$ cat src/rtl/x2050_panel_pkg.sv
// x2050_panel_pkg
// Shared definitions for the 2050 operator-panel input conditioner:
//   - button index constants, listed in firing priority (index 0 wins)
//   - reset-class / operator-class button masks
//   - button FSM state enum
//   - storage-select and rate switch codes
//   - winner selection helper (isolates the highest-priority pressed button)
package x2050_panel_pkg;

  localparam int NUM_BTN = 8;
  localparam int NUM_RAW = 12;

  // Lower index = higher priority.
  localparam int BTN_POWER_ON     = 0;
  localparam int BTN_SYSTEM_RESET = 1;
  localparam int BTN_PSW_RESTART  = 2;
  localparam int BTN_LOAD         = 3;
  localparam int BTN_SET_IC       = 4;
  localparam int BTN_DISPLAY      = 5;
  localparam int BTN_STORE        = 6;
  localparam int BTN_START        = 7;

  localparam logic [NUM_BTN-1:0] RESET_CLASS_MASK = 8'b0000_1111;
  localparam logic [NUM_BTN-1:0] OPER_CLASS_MASK  = 8'b1111_0000;

  typedef enum logic [1:0] {
    ST_IDLE = 2'd0,
    ST_FIRE = 2'd1,
    ST_PEND = 2'd2,
    ST_LOCK = 2'd3
  } btn_state_e;

  localparam logic [1:0] STORE_MAIN   = 2'b00;
  localparam logic [1:0] STORE_PROT   = 2'b01;
  localparam logic [1:0] STORE_LOCAL  = 2'b10;
  localparam logic [1:0] STORE_BUMP   = 2'b11;

  localparam logic [1:0] RATE_PROCESS = 2'b00;
  localparam logic [1:0] RATE_SINGLE  = 2'b01;
  localparam logic [1:0] RATE_INSN    = 2'b10;

  // Keep only the lowest set bit: that is the highest-priority button.
  function automatic logic [NUM_BTN-1:0] pick_winner(input logic [NUM_BTN-1:0] btn);
    return btn & (~btn + 8'd1);
  endfunction

endpackage

$ cat src/rtl/x2050_debounce.sv
// x2050_debounce
// One raw panel bit: 2-flop synchronizer followed by a stability counter.
// The debounced level only follows the synchronized value once that value
// has differed from the level for DEBOUNCE_CYCLES consecutive cycles and is
// still different on the following cycle.
// Ports:
//   i_clk   - system clock
//   i_reset - asynchronous active-high reset (clears sync, counter, level)
//   i_raw   - raw asynchronous, possibly bouncing input
//   o_level - debounced level
module x2050_debounce #(
  parameter int DEBOUNCE_CYCLES = 16
) (
  input  logic i_clk,
  input  logic i_reset,
  input  logic i_raw,
  output logic o_level
);

  localparam int CNT_W = $clog2(DEBOUNCE_CYCLES + 1);
  localparam logic [CNT_W-1:0] CNT_MAX = CNT_W'(DEBOUNCE_CYCLES);

  logic [1:0]       sync_q, sync_d;
  logic [CNT_W-1:0] cnt_q, cnt_d;
  logic             level_q, level_d;

  always_comb begin
    sync_d  = {sync_q[0], i_raw};
    cnt_d   = cnt_q;
    level_d = level_q;
    if (sync_q[1] == level_q) begin
      cnt_d = '0;
    end else if (cnt_q == CNT_MAX) begin
      level_d = sync_q[1];
      cnt_d   = '0;
    end else begin
      cnt_d = cnt_q + CNT_W'(1);
    end
  end

  always_ff @(posedge i_clk or posedge i_reset) begin
    if (i_reset) begin
      sync_q  <= '0;
      cnt_q   <= '0;
      level_q <= 1'b0;
    end else begin
      sync_q  <= sync_d;
      cnt_q   <= cnt_d;
      level_q <= level_d;
    end
  end

  assign o_level = level_q;

endmodule

$ cat src/rtl/x2050_panel_input.sv
// x2050_panel_input
// Operator-panel input conditioner. Every raw button and switch bit is
// synchronized and debounced; switch levels are passed straight out, button
// levels feed a one-press-at-a-time FSM that emits a single-cycle pulse for
// the highest-priority pressed button. Operator-class presses wait (PEND)
// while CE maintenance controls are busy; a reset-class press pre-empts.
// Ports:
//   i_clk, i_reset           - clock, asynchronous active-high reset
//   i_raw_*                  - raw buttons (1 bit) and switches (2 bits)
//   i_ce_maint_controls      - downstream CE-maintenance busy
//   o_*_pb                   - one-cycle press pulses
//   o_store_sel_sw, o_rate_sw- debounced switch levels
//   o_pending                - operator press waiting on CE maintenance
module x2050_panel_input
  import x2050_panel_pkg::*;
#(
  parameter int DEBOUNCE_CYCLES = 16
) (
  input  logic       i_clk,
  input  logic       i_reset,
  input  logic       i_raw_system_reset,
  input  logic       i_raw_power_on,
  input  logic       i_raw_psw_restart,
  input  logic       i_raw_load,
  input  logic       i_raw_set_ic,
  input  logic       i_raw_display,
  input  logic       i_raw_store,
  input  logic       i_raw_start,
  input  logic [1:0] i_raw_store_sel_sw,
  input  logic [1:0] i_raw_rate_sw,
  input  logic       i_ce_maint_controls,
  output logic       o_system_reset_pb,
  output logic       o_power_on_pb,
  output logic       o_psw_restart_pb,
  output logic       o_load_pb,
  output logic       o_set_ic_pb,
  output logic       o_display_pb,
  output logic       o_store_pb,
  output logic       o_start_pb,
  output logic [1:0] o_store_sel_sw,
  output logic [1:0] o_rate_sw,
  output logic       o_pending
);

  logic [NUM_RAW-1:0] raw_vec;
  logic [NUM_RAW-1:0] level_vec;
  logic [NUM_BTN-1:0] btn_lvl;

  // Bits 0..7 are buttons in priority order, then store_sel, then rate.
  assign raw_vec = {i_raw_rate_sw, i_raw_store_sel_sw,
                    i_raw_start, i_raw_store, i_raw_display, i_raw_set_ic,
                    i_raw_load, i_raw_psw_restart, i_raw_system_reset,
                    i_raw_power_on};

  // ---- synchronize + debounce ----
  for (genvar g = 0; g < NUM_RAW; g++) begin : g_db
    x2050_debounce #(
      .DEBOUNCE_CYCLES(DEBOUNCE_CYCLES)
    ) u_db (
      .i_clk   (i_clk),
      .i_reset (i_reset),
      .i_raw   (raw_vec[g]),
      .o_level (level_vec[g])
    );
  end

  assign btn_lvl        = level_vec[NUM_BTN-1:0];
  assign o_store_sel_sw = level_vec[9:8];
  assign o_rate_sw      = level_vec[11:10];

  // ---- button FSM ----
  btn_state_e         state_q, state_d;
  logic [NUM_BTN-1:0] winner_q, winner_d;
  logic [NUM_BTN-1:0] pulse_q, pulse_d;
  logic               pending_q, pending_d;
  logic [NUM_BTN-1:0] any_win;
  logic [NUM_BTN-1:0] rst_win;

  always_comb begin
    any_win  = pick_winner(btn_lvl);
    rst_win  = pick_winner(btn_lvl & RESET_CLASS_MASK);
    state_d  = state_q;
    winner_d = winner_q;
    pulse_d  = '0;
    case (state_q)
      ST_IDLE: begin
        if (|btn_lvl) begin
          if (((any_win & OPER_CLASS_MASK) != '0) && i_ce_maint_controls) begin
            state_d  = ST_PEND;
            winner_d = any_win;
          end else begin
            state_d = ST_FIRE;
            pulse_d = any_win;
          end
        end
      end
      ST_PEND: begin
        // Reset-class buttons were all low when PEND was entered, so any
        // one high now has risen and takes over the latched press.
        if (rst_win != '0) begin
          state_d  = ST_FIRE;
          pulse_d  = rst_win;
          winner_d = '0;
        end else if ((btn_lvl & winner_q) == '0) begin
          state_d  = ST_LOCK;
          winner_d = '0;
        end else if (!i_ce_maint_controls) begin
          state_d  = ST_FIRE;
          pulse_d  = winner_q;
          winner_d = '0;
        end
      end
      ST_FIRE: begin
        state_d  = ST_LOCK;
        winner_d = '0;
      end
      ST_LOCK: begin
        if (btn_lvl == '0) begin
          state_d = ST_IDLE;
        end
      end
      default: begin
        state_d  = ST_IDLE;
        winner_d = '0;
      end
    endcase
    pending_d = (state_d == ST_PEND);
  end

  always_ff @(posedge i_clk or posedge i_reset) begin
    if (i_reset) begin
      state_q   <= ST_IDLE;
      winner_q  <= '0;
      pulse_q   <= '0;
      pending_q <= 1'b0;
    end else begin
      state_q   <= state_d;
      winner_q  <= winner_d;
      pulse_q   <= pulse_d;
      pending_q <= pending_d;
    end
  end

  assign o_power_on_pb     = pulse_q[BTN_POWER_ON];
  assign o_system_reset_pb = pulse_q[BTN_SYSTEM_RESET];
  assign o_psw_restart_pb  = pulse_q[BTN_PSW_RESTART];
  assign o_load_pb         = pulse_q[BTN_LOAD];
  assign o_set_ic_pb       = pulse_q[BTN_SET_IC];
  assign o_display_pb      = pulse_q[BTN_DISPLAY];
  assign o_store_pb        = pulse_q[BTN_STORE];
  assign o_start_pb        = pulse_q[BTN_START];
  assign o_pending         = pending_q;

endmodule

$ cat config.mk
export PLATFORM = sky130hd
export DESIGN_NAME = x2050_panel_input
export DESIGN_NICKNAME = d
export VERILOG_FILES = /design/src/rtl/x2050_panel_pkg.sv /design/src/rtl/x2050_debounce.sv /design/src/rtl/x2050_panel_input.sv
export SDC_FILE = /design/constraint.sdc
export NUM_CORES = 1
export LEC_CHECK = 0
export CAP_MARGIN = 20
export CORE_ASPECT_RATIO = 0.6
export CORE_MARGIN = 4
export CORE_UTILIZATION = 49
export CTS_BUF_LIST = sky130_fd_sc_hd__clkbuf_2 sky130_fd_sc_hd__clkbuf_4 sky130_fd_sc_hd__clkbuf_8
export CTS_CLUSTER_DIAMETER = 150
export DETAILED_ROUTE_END_ITERATION = 7
export MAX_ROUTING_LAYER = met4
export PLACE_DENSITY = 0.67
export SETUP_SLACK_MARGIN = 0.1
export SLEW_MARGIN = 0
export SYNTH_ARGS = -nofsm -noshare
export SYNTH_HDL_FRONTEND = slang
export SYNTH_SLANG_ARGS = --single-unit
$ cat constraint.sdc
create_clock -name i_clk -period 4.25 [get_ports i_clk]
set_input_delay 0.85 -clock i_clk [delete_from_list [all_inputs] [get_ports i_clk]]
set_output_delay 0.85 -clock i_clk [all_outputs]
set_load 0.01 [all_outputs]
### After elaboration in Yosys (flattened, before gate mapping)

Cells that the tools add are included.

| word-level totals | value |
|---|---|
| register bits | 115 |
| output and inout port bits | 13 |
| input bits | 15 |
| word-level logic and storage cells | 166 |

| cells by class | value |
|---|---|
| bitwise gates (word level) | 17 |
| muxes and demuxes | 43 |
| reductions and logical operators | 21 |
| add/subtract/negate cells | 14 |
| equal/unequal tests | 31 |

Operators by type and width:

| operator | count |
|---|---|
| $mux W5 | 24 |
| $mux W8 | 10 |
| $add A5 B1 Y5 const B | 12 |
| $eq A5 B5 Y1 const B | 12 |
| $pmux W8 S3 | 1 |
| $reduce_and A2 Y1 | 12 |
| $add A8 B1 Y8 const B | 2 |
| $and A8 B8 Y8 | 2 |
| $logic_not A8 Y1 | 2 |
| $pmux W8 S2 | 1 |
| $reduce_bool A8 Y1 | 2 |
| $eq A1 B1 Y1 | 12 |
| $mux W2 | 6 |
| $not A1 Y1 | 12 |
| $and A4 B8 Y8 | 1 |
| $not A4 Y8 | 1 |
| $not A8 Y8 | 1 |
| $pmux W2 S4 | 1 |
| $reduce_or A8 Y1 | 1 |
| $eq A2 B2 Y1 const B | 3 |
| $ne A2 B2 Y1 const B | 2 |
| $ne A4 B4 Y1 const B | 1 |
| $reduce_and A4 Y1 | 1 |
| $reduce_bool A3 Y1 | 1 |
| 3 further kinds | 3 |

### Depth between registers and ports, before layout

Gate-level depths: netlist of run 1.

| depth | value |
|---|---|
| depth after elaboration | 9 |
| depth in mapped cells | 8 |
| depth with buffers taken out | 6 |

### By module

Synthesis of run 1 repeated with hierarchy kept, for this count alone.

| second synthesis, totals | value |
|---|---|
| cells, all modules | 434 |
| area, all modules | 5,291.3 um^2 |

Modules (own cells, without submodules):

| module | instances | seq. area each (um^2) | area an instance (um^2) | cells an instance |
|---|---|---|---|---|
| x2050_debounce | 12 | 200.2 | 344.1 | 27 |
| x2050_panel_input | 1 | 475.5 | 1,162.4 | 110 |

### Worst setup path after synthesis of run 1

No wires, ideal clock.

| timing | value |
|---|---|
| path type | register to register |
| start | reg g_db[3].u_db.level_q |
| end | reg winner_q[5] |
| stages on the path, launching flop included | 8 |
| arrival | 1.813 ns |
| period minus slack after synthesis | 1.948 ns |
| path buffers | 2 |
| path slack | 2.302 ns |
| cells stage by stage | dfrtp_1 buf_6 or4_4 o21a_1 a211o_4 buf_6 nand2_1 o41ai_2 |

| on the way | value |
|---|---|
| word-level cells in the longest chain between the ends | 7 |
| elaborated cells between the ends (all ways) | 21 |
| classes of those cells | 2 x add/sub; 3 x eq/ne; 5 x mux; 5 x bitwise; 6 x reduce/logical |

RTL lines:

| what | RTL line | source |
|---|---|---|
| start, declared | x2050_debounce.sv:25 | `logic level_q, level_d;` |
| start signal, assigned | x2050_debounce.sv:49 | `level_q <= level_d;` |
| $not A8 Y8 | x2050_panel_pkg.sv:44 | `return btn & (~btn + 8'd1);` |
| $add A8 B1 Y8 | x2050_panel_pkg.sv:44 |  |
| $and A8 B8 Y8 | x2050_panel_pkg.sv:44 |  |
| $reduce_bool A8 Y1 | x2050_panel_input.sv:88 | `if (((any_win & OPER_CLASS_MASK) != '0) && i_ce_maint_controls) begin` |
| $logic_and A1 B1 Y1 | x2050_panel_input.sv:88 |  |
| $ne A2 B2 Y1 (no line) | -- |  |
| $reduce_and A4 Y1 (no line) | -- |  |
| end signal, assigned | x2050_panel_input.sv:138 | `winner_q <= winner_d;` |
| end, declared | x2050_panel_input.sv:73 | `logic [NUM_BTN-1:0] winner_q, winner_d;` |

Several ways; a longest one is shown, not always the timed one. The select of a mux whose other input is x is not followed.
A chain may end at the register's enable or synchronous reset.

### Worst setup path after layout of run 1

Ends and elaborated chain as after synthesis.

==> results of run 1 <==
cell type report:
| type | count | area share |
|---|---|---|
| clock buffers | 23 | 0.0517 |
| clock inverters | 9 | 0.0215 |
| well taps | 135 | 0.0287 |
| inverters | 29 | 0.0189 |
| repair buffers | 28 | 0.0493 |
| multi-input cells | 282 | 0.341 |
| flip-flops and latches | 115 | 0.489 |
logic make-up after synthesis:
family | after synthesis | synth area share
DFF | 115 | 0.566
AOI/OAI and AO/OA | 47 | 0.0728
muxes | 12 | 0.0266
xor gates and xnor gates | 48 | 0.0827
buffers and inverters | 45 | 0.0396
adders and majority gates | 29 | 0.0714
and+or+nand+nor | 146 | 0.141
registers in the layout (all words and copies together), names as in the netlist:
register,count
state_q,2
winner_q,8
pulse_q,8
g_db.u_db.sync_q,24
g_db.u_db.cnt_q,60
g_db.u_db.o_level,12
o_pending,1
through the flow:
stage | hold WS [ns] | std cells
after floorplan | 0.331 | 442
after global placement | 0.332 | 589
after detailed placement | 0.336 | 589
after CTS | 0.350 | 621
after global routing | 0.353 | 621
final | 0.344 | 621
critical path: stages, from the launching register on:
cell,delay [ns]
dfrtp_1,0.48
or4_4,0.68
o21a_1,0.29
a211o_4,0.38
o41ai_2,0.29
metal layers:
layer,track usage,part of all wire,vias up
met4,0.0755,0.018,0
met1,0.218,0.50,1560
met2,0.240,0.44,64
met3,0.0472,0.039,15
li1,-,-,1539
met5,-,0,-
cell usage in the layout, fill, tap and decap left out, types with 15 or more instances in the layout:
cell / netlist / layout
ha_1: 29 / 29
xnor2_1: 22 / 22
dfrtp_1: 115 / 115
nor3_1: 15 / 15
nand2_1: 28 / 28
and2_1: 21 / 21
inv_1: 29 / 28
nor2_1: 42 / 42
xor2_1: 26 / 26
clkdlybuf4s50_1: 0 / 27
nand3_1: 25 / 25
clkbuf_8: 0 / 21
report_power, final:
part / switching (mW) / internal [mW] / total, mW
logic: 0.222 / 0.140 / 0.362
registers: 0.0531 / 1.15 / 1.20
clock network: 0.423 / 0.653 / 1.08
total: 0.699 / 1.94 / 2.64
path summary, 6_finish.rpt:
| check | startpoint | endpoint | cells after the start |
|---|---|---|---|
| hold / removal | g_db[11].u_db.sync_q[0] | g_db[11].u_db.sync_q[1] | 0 |
| max in group asynchronous | i_reset | g_db[0].u_db.cnt_q[4] | 3 |
| min in group asynchronous | i_reset | g_db[11].u_db.sync_q[1] | 2 |
| setup / recovery | g_db[3].u_db.o_level | winner_q[5] | 4 |
| hold reg to reg | g_db[11].u_db.sync_q[0] | g_db[11].u_db.sync_q[1] | 0 |
| setup reg to reg | g_db[3].u_db.o_level | winner_q[5] | 4 |
==> results.cfg, run 1 <==
[status]
outcome = complete, no violations

[floorplan]
initial_utilization = 0.509
die_w_um = 140
dieArea_mm2 = 0.0121
die_h_um = 86.9
core_mm2 = 0.00998
io_pins = 28
rows = 28

[logic_synthesis]
synth_edf_count = 0
synth_most_common_cell = dfrtp_1
syn-num-nets = 486
synth.distinct_cells = 40
ys_warn_count = 0
async_flop_share = 1.00
synth_top_area_cell = dfrtp_1
synth_area_per_cell_um2 = 11.5
synth_common_cells = 115 x dfrtp_1, 42 x nor2_1, 29 x ha_1, 29 x inv_1, 28 x nand2_1
ys.flop_type = dfrtp_1
ys_seq_elements = 115
syn_area_mm2 = 0.00508
yosys-top-cells-area = dfrtp_1 57%, ha_1 7.1%, xor2_1 4.5%
synth-seq-area-share = 0.566
synthCells = 442
synth_top_area_frac = 0.566

[timing]
max_freq_mhz = 449
finalCriticalPeriod_ns = 2.23
fin_crit_sh = 0.524
hold_violations = 0
slew_headroom = 0.506
setup_slack_ns = 2.02
rsz0062_at_grt = no
worst_slew_pin_slew_ns = 0.741
finClkSkew_ns = 0.0130
slew_viol_final = 0
tns_ns = 0
setup_viol = 0

[place]
place_congestion = 0.808
placement.io_buffers = 27
post-place-ws_ns = 1.66
dpl.hpwl_um = 5820
placedInstanceArea_mm2 = 0.00545

[critical_path]
crit_required_ns = 4.57
end_kind = flop
reg2reg_slack_ns = 2.02
start_kind = flop
timing.critical_path.arrival_ns = 2.54
worst-setup-path-type = reg -> reg
crit_path_max_fanout = 16

[global_route]
grt_overflow_total = 0
grt.total_usage = 0.165
antenna_found_initial = 0
grt_pass1_wl_um = 15400
grt_pass1_vias = 3295
grt_max_degree = 63

[layout]
fillCellCount = 824
nets = 517
ff_latch_area_mm2 = 0.00288
final_area_mm2 = 0.00588
layout-drive-gt1-share = 0.111
multi_input_area_mm2 = 0.00201
area_growth_pct = 15.7
final_util = 0.589
antenna_cells = 0

[clocking]
tritoncts = yes
clkTransAtPathRegs_ns = 0.07
htreeDepth = 4
cts_sinks = 115
cts_buffers = 17
clk_latency_ns = 0.43
ctsHoldBuffers = 0
cts_setup_buffers = 0
ctsResizeCount = 0
ctsLongestPathBuffers = 2
ctsRootBufferMaster = clkbuf_8

[routing]
antenna_left = 0
vias = 3178
first_pass_iters = 4
drtIter0Drc = 190
wl_um = 8720
drc_errors = 0
avgViaCountPerCell = 5.12
wl_per_cell_um = 14.0

[run]
cap_violations = 0

[pwr]
vdd_drop_max_uv = 251
p_total_mw = 2.64
power_density_mw_per_mm2 = 449
p_leak_nw = 2.76

[hold_path]
hp-class = reg -> reg
Power figures use the tool's default switching activity.
==> run 2, diff against run 1 <==
--- a/config.mk
+++ b/config.mk
@@ -13,7 +13,7 @@
 export CTS_CLUSTER_DIAMETER = 150
 export DETAILED_ROUTE_END_ITERATION = 7
 export MAX_ROUTING_LAYER = met4
-export PLACE_DENSITY = 0.67
+export PLACE_DENSITY = 0.7
 export SETUP_SLACK_MARGIN = 0.1
 export SLEW_MARGIN = 0
 export SYNTH_ARGS = -nofsm -noshare
==> constraint.sdc (replaced) <==
create_clock -name i_clk -period 1.93 [get_ports i_clk]
set_input_delay 0.386 -clock i_clk [delete_from_list [all_inputs] [get_ports i_clk]]
set_output_delay 0.386 -clock i_clk [all_outputs]
set_load 0.01 [all_outputs]
==> results.cfg, run 2 (synthesis results as in run 1) <==
[status]
outcome = complete, no violations

[clocking]
ctsRootBufferMaster = clkbuf_8
clkTransAtPathRegs_ns = 0.07
cts_buffers = 17
ctsHoldBuffers = 0
tritoncts = yes
htreeDepth = 4
ctsLongestPathBuffers = 2
clk_latency_ns = 0.42
cts_sinks = 115

[routing]
vias = 3286
drc_errors = 0
drtIter0Drc = 233
wl_um = 9230
avgViaCountPerCell = 5.11
first_pass_iters = 4
wl_per_cell_um = 14.4
antenna_left = 0

[layout]
area_growth_pct = 21.9
multi_input_area_mm2 = 0.00209
fillCellCount = 780
largest_reg_flops = 60
final_common_cell = dfrtp_1
largest_register = g_db.u_db.cnt_q
layout-drive-gt1-share = 0.173
ff_latch_area_mm2 = 0.00288
final_cell_mix = 114 x dfrtp_1, 42 x nor2_1, 29 x ha_1
final_util = 0.621
nets = 540
antenna_cells = 0

[timing]
holdWs_ns = 0.351
setup_slack_ns = 0.0113
hold_violations = 0
slew_headroom = 0.654
finalCriticalPeriod_ns = 1.92
worst_slew_pin_slew_ns = 0.515
setup_viol = 0
max_freq_mhz = 521
fin_crit_sh = 0.994
rsz0062_at_grt = yes
tns_ns = 0
slew_viol_final = 0
finClkSkew_ns = 0.00709

[floorplan]
die_h_um = 86.9
io_pins = 28
die_w_um = 140
rows = 28
core_mm2 = 0.00998
initial_utilization = 0.509
dieArea_mm2 = 0.0121

[global_route]
grt_max_degree = 66
grt.total_usage = 0.173
grt_pass1_wl_um = 15800
grt_pass1_vias = 3334
grt_overflow_total = 0
antenna_found_initial = 0

[critical_path]
worst-setup-path-type = reg -> reg
ff2ff_path_depth = 5
crit_path_end = winner_q[7]
start_kind = flop
timing.critical_path.arrival_ns = 2.24
worstReg2RegStart = g_db[3].u_db.o_level
end_kind = flop
crit_required_ns = 2.25
crit_path_max_fanout = 6
reg2reg_slack_ns = 0.01
startpoint = g_db[3].u_db.o_level
worstReg2RegEnd = winner_q[7]

[place]
dpl.hpwl_um = 6120
place_congestion = 0.827
post-place-ws_ns = -0.0908
placement.io_buffers = 27

[pwr]
p_leak_nw = 2.92
vdd_drop_max_uv = 645
power_density_mw_per_mm2 = 1010

[run]
cap_violations = 0

[hold_path]
hp-class = reg -> reg
-- run 2: cell types whose count changed in the layout (fill, tap and decap cells not counted), moves of 2 or more --
cell	delta
clkbuf_8	-2
nand2_2	+2
bufinv_16	+2
nand2_1	-3
o31ai_1	-3
buf_12	+2
o31ai_2	+2
buf_4	+19
-- run 2: worst min-delay path by stage --
| stage | startpoint | endpoint | cells after the start |
|---|---|---|---|
| 6_report | g_db[7].u_db.sync_q[0] | g_db[7].u_db.sync_q[1] | 0 |
| 5_1_grt | g_db[5].u_db.sync_q[0] | g_db[5].u_db.sync_q[1] | 0 |
| 4_1_cts | g_db[7].u_db.sync_q[0] | g_db[7].u_db.sync_q[1] | 0 |
| 3_5_place_dp | g_db[7].u_db.sync_q[0] | g_db[7].u_db.sync_q[1] | 0 |
| 3_3_place_gp | g_db[1].u_db.sync_q[0] | g_db[1].u_db.sync_q[1] | 0 |
| 2_1_floorplan | g_db[0].u_db.sync_q[0] | g_db[0].u_db.sync_q[1] | 0 |
-- run 2: stage by stage --
| step | total power, mW | instances | instance area, um2 |
|---|---|---|---|
| floorplan | 3.26 | 442 | 5090 |
| global placement | 3.50 | 606 | 5600 |
| detailed placement | 3.53 | 606 | 5600 |
| CTS | 6.19 | 640 | 6090 |
| global route | 6.60 | 643 | 6200 |
| finish | 6.29 | 643 | 6200 |
-- run 2: area by class of cell --
cell class | count | area share
flip-flops and latches | 115 | 0.464
multi-input cells | 282 | 0.337
repair buffers | 51 | 0.0805
clock buffers | 20 | 0.0434
clock inverters | 11 | 0.0295
well taps | 135 | 0.0272
inverters | 29 | 0.0182
-- run 2: worst max-delay path: stages (launching register included) --
cell	delay (ns)
dfrtp_1	0.38
or4_4	0.54
o21a_1	0.21
a211o_4	0.31
buf_12	0.15
o31ai_2	0.23
-- run 2: power breakdown --
group	internal, mW	switching, mW
registers	2.53	0.117
clock network	1.60	0.929
logic	0.496	0.613
-- run 2: routing by layer --
metal  vias to the layer above  GRT usage  part of all wire
met3                         8     0.0554             0.053
met5                         -          -                 0
met4                         0     0.0639            0.0089
li1                       1588          -                 -
met2                        68      0.250              0.45
met1                      1622      0.232              0.49
-- run 2: what timing repair did --
action                                  in CTS  in global routing
endpoints found under the setup margin       4                 16
pin swaps                                    4                  7
resized for setup                            6                 15
cloned                                       0                  0
setup buffers                                3                  3
==> run 3, diff against run 2 <==
--- a/config.mk
+++ b/config.mk
@@ -12,6 +12,7 @@
 export CTS_BUF_LIST = sky130_fd_sc_hd__clkbuf_2 sky130_fd_sc_hd__clkbuf_4 sky130_fd_sc_hd__clkbuf_8
 export CTS_CLUSTER_DIAMETER = 150
 export DETAILED_ROUTE_END_ITERATION = 7
+export GPL_TIMING_DRIVEN = 0
 export MAX_ROUTING_LAYER = met4
 export PLACE_DENSITY = 0.7
 export SETUP_SLACK_MARGIN = 0.1
==> results.cfg, run 3 (synthesis results as in run 1) <==
[floorplan]
rows = 28
dieArea_mm2 = 0.0121
initial_utilization = 0.509
die_w_um = 140
io_pins = 28
core_mm2 = 0.00998
die_h_um = 86.9

[layout]
nets = 551
final_cell_mix = 111 x dfrtp_1, 42 x nor2_1, 29 x ha_1
largest_register = g_db.u_db.cnt_q
fillCellCount = 764
layout-drive-gt1-share = 0.205
antenna_cells = 0
largest_reg_flops = 60
area_growth_pct = 23.4
final_common_cell = dfrtp_1

[global_route]
grt_pass1_vias = 3349
grt_pass1_wl_um = 15200
grt_overflow_total = 0
grt.total_usage = 0.161
grt_max_degree = 43
antenna_found_initial = 0

[timing]
finalCriticalPeriod_ns = 2.00
setup_slack_ns = -0.0668
max_freq_mhz = 501
hold_violations = 0
holdWs_ns = 0.351
finClkSkew_ns = 0.00921
rsz0062_at_grt = yes
setup_viol = 9
slew_headroom = 0.530
tns_ns = -0.357
worst_slew_pin_slew_ns = 0.703
slew_viol_final = 0
fin_crit_sh = 1.03

[clocking]
ctsRootBufferMaster = clkbuf_8
htreeDepth = 4
ctsLongestPathBuffers = 2
clkTransAtPathRegs_ns = 0.06
cts_sinks = 115
tritoncts = yes
ctsHoldBuffers = 0
cts_buffers = 17
clk_latency_ns = 0.41

[pwr]
p_leak_nw = 3.02
clkPwrFrac = 0.362
vdd_drop_max_uv = 528
power_density_mw_per_mm2 = 928
p_comb_frac = 0.183
swShare = 0.268
p_int_mw = 4.26
p_sw_mw = 1.56
seqPwrFrac = 0.455

[critical_path]
crit_path_max_fanout = 8
timing.critical_path.arrival_ns = 2.27
start_kind = flop
worstReg2RegEnd = winner_q[1]
worstReg2RegStart = g_db[2].u_db.o_level
end_kind = flop
reg2reg_slack_ns = -0.07
worst-setup-path-type = reg -> reg
ff2ff_path_depth = 7
crit_required_ns = 2.20

[run]
cap_violations = 0

[hold_path]
hold-path-endpoint = g_db[5].u_db.sync_q[1]
hold_start = g_db[5].u_db.sync_q[0]
hp-class = reg -> reg
whs_path_depth = 0

[routing]
drc_errors = 0
avgViaCountPerCell = 5.03
first_pass_iters = 4
wl_per_cell_um = 13.4
wl_um = 8730
drtIter0Drc = 124
antenna_left = 0
vias = 3276

[place]
place_congestion = 0.873
placement.io_buffers = 27
dpl.hpwl_um = 5800

[status]
outcome = finished with violations
violations = setup timing
==> run 3: cell count changes in the layout (fill, tap and decap cells not counted), moves of 3 or more <==
cell,previous run,this run
clkdlybuf4s50_1,27,24
dfrtp_1,114,111
dfrtp_2,1,4
buf_6,1,6
bufinv_16,5,2
nand2_2,2,5
buf_4,19,24
nand2_1,25,21
==> run 3: power by group through the flow <==
| stage | combinational, mW | clock, mW | sequential, mW |
|---|---|---|---|
| final | 1.06 | 2.11 | 2.65 |
| after global routing | 1.17 | 2.27 | 2.67 |
| after CTS | 0.897 | 2.18 | 2.65 |
| after detailed placement | 0.809 | 0 | 2.69 |
| after global placement | 0.784 | 0 | 2.68 |
| after floorplan | 0.594 | 0 | 2.66 |
==> run 3: metal layers <==
| metal | vias up | part of all wire | track usage | wire, um |
|---|---|---|---|---|
| li1 | 1604 | - | - | - |
| met1 | 1601 | 0.49 | 0.209 | 4310 |
| met2 | 59 | 0.45 | 0.239 | 3910 |
| met3 | 12 | 0.046 | 0.0560 | 399 |
| met4 | 0 | 0.013 | 0.0542 | 111 |
| met5 | - | 0 | - | 0 |
==> run 3: how the worst max path moves through the flow <==
stage / to / slack, ns / from / depth (start not counted)
6_report: winner_q[1] / -0.07 / g_db[2].u_db.o_level / 7
3_5_place_dp: winner_q[1] / -0.23 / i_ce_maint_controls / 7
2_1_floorplan: winner_q[5] / -0.003 / g_db[3].u_db.o_level / 7
3_3_place_gp: g_db[1].u_db.cnt_q[1] / -0.92 / i_reset / 2
4_1_cts: winner_q[7] / -0.06 / g_db[3].u_db.o_level / 7
5_1_grt: winner_q[1] / -0.13 / g_db[3].u_db.o_level / 9
==> run 3: what timing repair did <==
action | 4_1_cts | 5_1_grt
cloned | 1 | 0
gates resized for setup | 21 | 30
pin swaps | 4 | 8
buffers inserted | 10 | 11
endpoints found under the setup margin | 21 | 19
hold endpoints to repair | 0 | 0
==> run 3: metrics by stage <==
stage / instance area [um2] / cells / utilization / power, mW / setup WS (ns)
2_1_floorplan: 5090 / 442 / - / 3.26 / -0.00289
3_3_place_gp: 5530 / 604 / 0.554 / 3.47 / -0.920
3_5_place_dp: 5570 / 606 / 0.558 / 3.50 / -0.227
4_1_cts: 6090 / 641 / 0.610 / 5.72 / -0.0590
5_1_grt: 6270 / 651 / 0.628 / 6.11 / -0.127
6_report: 6270 / 651 / 0.628 / 5.82 / -0.0668
==> run 3: final cells by class <==
class	count	area, um2	area share
Multi-Input combinational cell	282	2140	0.341
Clock inverter	6	80.1	0.0128
Inverter	29	113	0.0179
Tap cell	135	169	0.0269
Buffer	11	106	0.0169
Timing Repair Buffer	51	490	0.0782
Sequential cell	115	2880	0.459
Clock buffer	22	297	0.0473
==> run 3: critical path, cell delays in order (launching register included) <==
cell	delay [ns]
dfrtp_1	0.37
buf_6	0.14
or4_4	0.53
o21a_4	0.22
a211o_4	0.32
buf_6	0.15
nand2_2	0.06
o31ai_1	0.07
==> RTL change, RTL diff (settings of run 2) <==
Reset style: synchronous (`i_reset`), changed in 2 clocked blocks. Comments in the files are not updated.
--- a/src/rtl/x2050_debounce.sv
+++ b/src/rtl/x2050_debounce.sv
@@ -38,7 +38,7 @@
     end
   end
 
-  always_ff @(posedge i_clk or posedge i_reset) begin
+  always_ff @(posedge i_clk) begin
     if (i_reset) begin
       sync_q  <= '0;
       cnt_q   <= '0;
--- a/src/rtl/x2050_panel_input.sv
+++ b/src/rtl/x2050_panel_input.sv
@@ -127,7 +127,7 @@
     pending_d = (state_d == ST_PEND);
   end
 
-  always_ff @(posedge i_clk or posedge i_reset) begin
+  always_ff @(posedge i_clk) begin
     if (i_reset) begin
       state_q   <= ST_IDLE;
       winner_q  <= '0;
Check against the original RTL: no difference found for any inputs over 10 cycles, from zero or initial values and one cycle with i_reset high; that may be too few to reach the edited logic, so the function may still have changed.
==> RTL change against run 2 <==
- the run now ends with setup timing left
- routed wire length decreased by 7.1%
- sequential cell count unchanged
- area after synthesis decreased by 6.2%
- combinational power decreased by 45%
- critical path depth increased by 1
- power decreased by 11%
- setup slack got worse by 13 ps
- core utilization increased by 0.093 points
- worst hold slack improved by 91 ps
- cell area decreased by 6.5%
- cell count increased by 7.8%
==> RTL change: results (changes against run 2) <==
[outcome]
run_status = complete, but fails checks
violations = setup timing

[place]
place_area_um2 = 5240  ; -6.4%
gp_routability_congestion = 0.907  ; +9.7%
place_inst = 660  ; +8.9%
pre_cts_slack_ps = -67.6  ; +23.2 ps

[sta]
setup_tns_ps = -2.05  ; -2.05 ps
worst_pin_slew_ps = 746  ; +231 ps
whs_ps = 442  ; +91.1 ps
setup_viol = 1  ; +1
layout_setup_ws_ps = -2.05  ; -13.3 ps

[final_layout]
fillCellCount = 768  ; -1.5%
n_all_inverters = 40  ; +38%
seq_area_um2 = 2320  ; -20%
clkbuf_count = 18  ; -10%
num-nonclk-buffers = 52  ; +2.0%
multi_input_gates = 324  ; +15%

[floorplan]
die_width_um = 135  ; -3.0%

[grt]
grt_use_total = 0.165  ; -0.00823
grt_pass1_vias = 3164  ; -5.1%
use_met2 = 0.219  ; -0.0309

[hold_path]
hp-start = g_db[5].u_db.sync_q[0]
min_to = g_db[5].u_db.sync_q[1]

[power_and_ir_drop]
p_per_area_nw_per_um2 = 967  ; -4.6%
irDropWorstVdd_uv = 597  ; -7.5%
leakage_nw = 2.19  ; -25%
p_int_mw = 4.28  ; -7.6%

[critical_path]
endpoint = winner_q[1]
r2r_cells = 6  ; +1
cp_max_fo = 4  ; -2
regToRegEndpoint = winner_q[1]

[synth]
syn_inst = 496  ; +12%
synthTopCellsByCount = dfxtp_1, nor2_1, inv_1
syn-num-nets = 540  ; +11%

[route]
wl_met2_mm = 3.51  ; -15%
wl_met3_um = 405  ; -17%
drt_iter0_drc = 157  ; -33%
vias = 3318  ; +0.97%
wl_per_cell_um = 12.4  ; -14%

[clock_network]
cts_setup_buffers = 0  ; -3

==> RTL change: cell count changes after synthesis, moves of 6 or more <==
cell,before,now
dfrtp_1,115,0
mux2_2,12,0
nor3_1,15,9
o31ai_1,13,1
nor2_1,42,88
inv_1,29,40
nor4bb_1,0,6
and2_1,21,2
or3_1,0,12
mux2i_1,0,15
nand2_1,28,16
nor2b_1,1,25
dfxtp_1,0,115
==> RTL change: kinds of logic (layout without fill, tap and decap cells) <==
group                    Yosys count  in the layout  share of synthesized area
adder cells (fa/ha/maj)           29             29                     0.0761
flip-flops                       115            115                      0.483
AND/OR/NAND/NOR                  201            201                      0.212
XOR/XNOR                          48             48                     0.0882
buffers and inverters             57            124                     0.0611
AO/OA/AOI/OAI                     31             31                     0.0485
multiplexers                      15             15                     0.0315
==> RTL change: critical path, stage by stage (launching register included) <==
cell	delay, ps
dfxtp_2	340
or4_4	550
o21a_4	220
a311oi_4	250
buf_6	180
mux2i_2	220
nor2_1	60
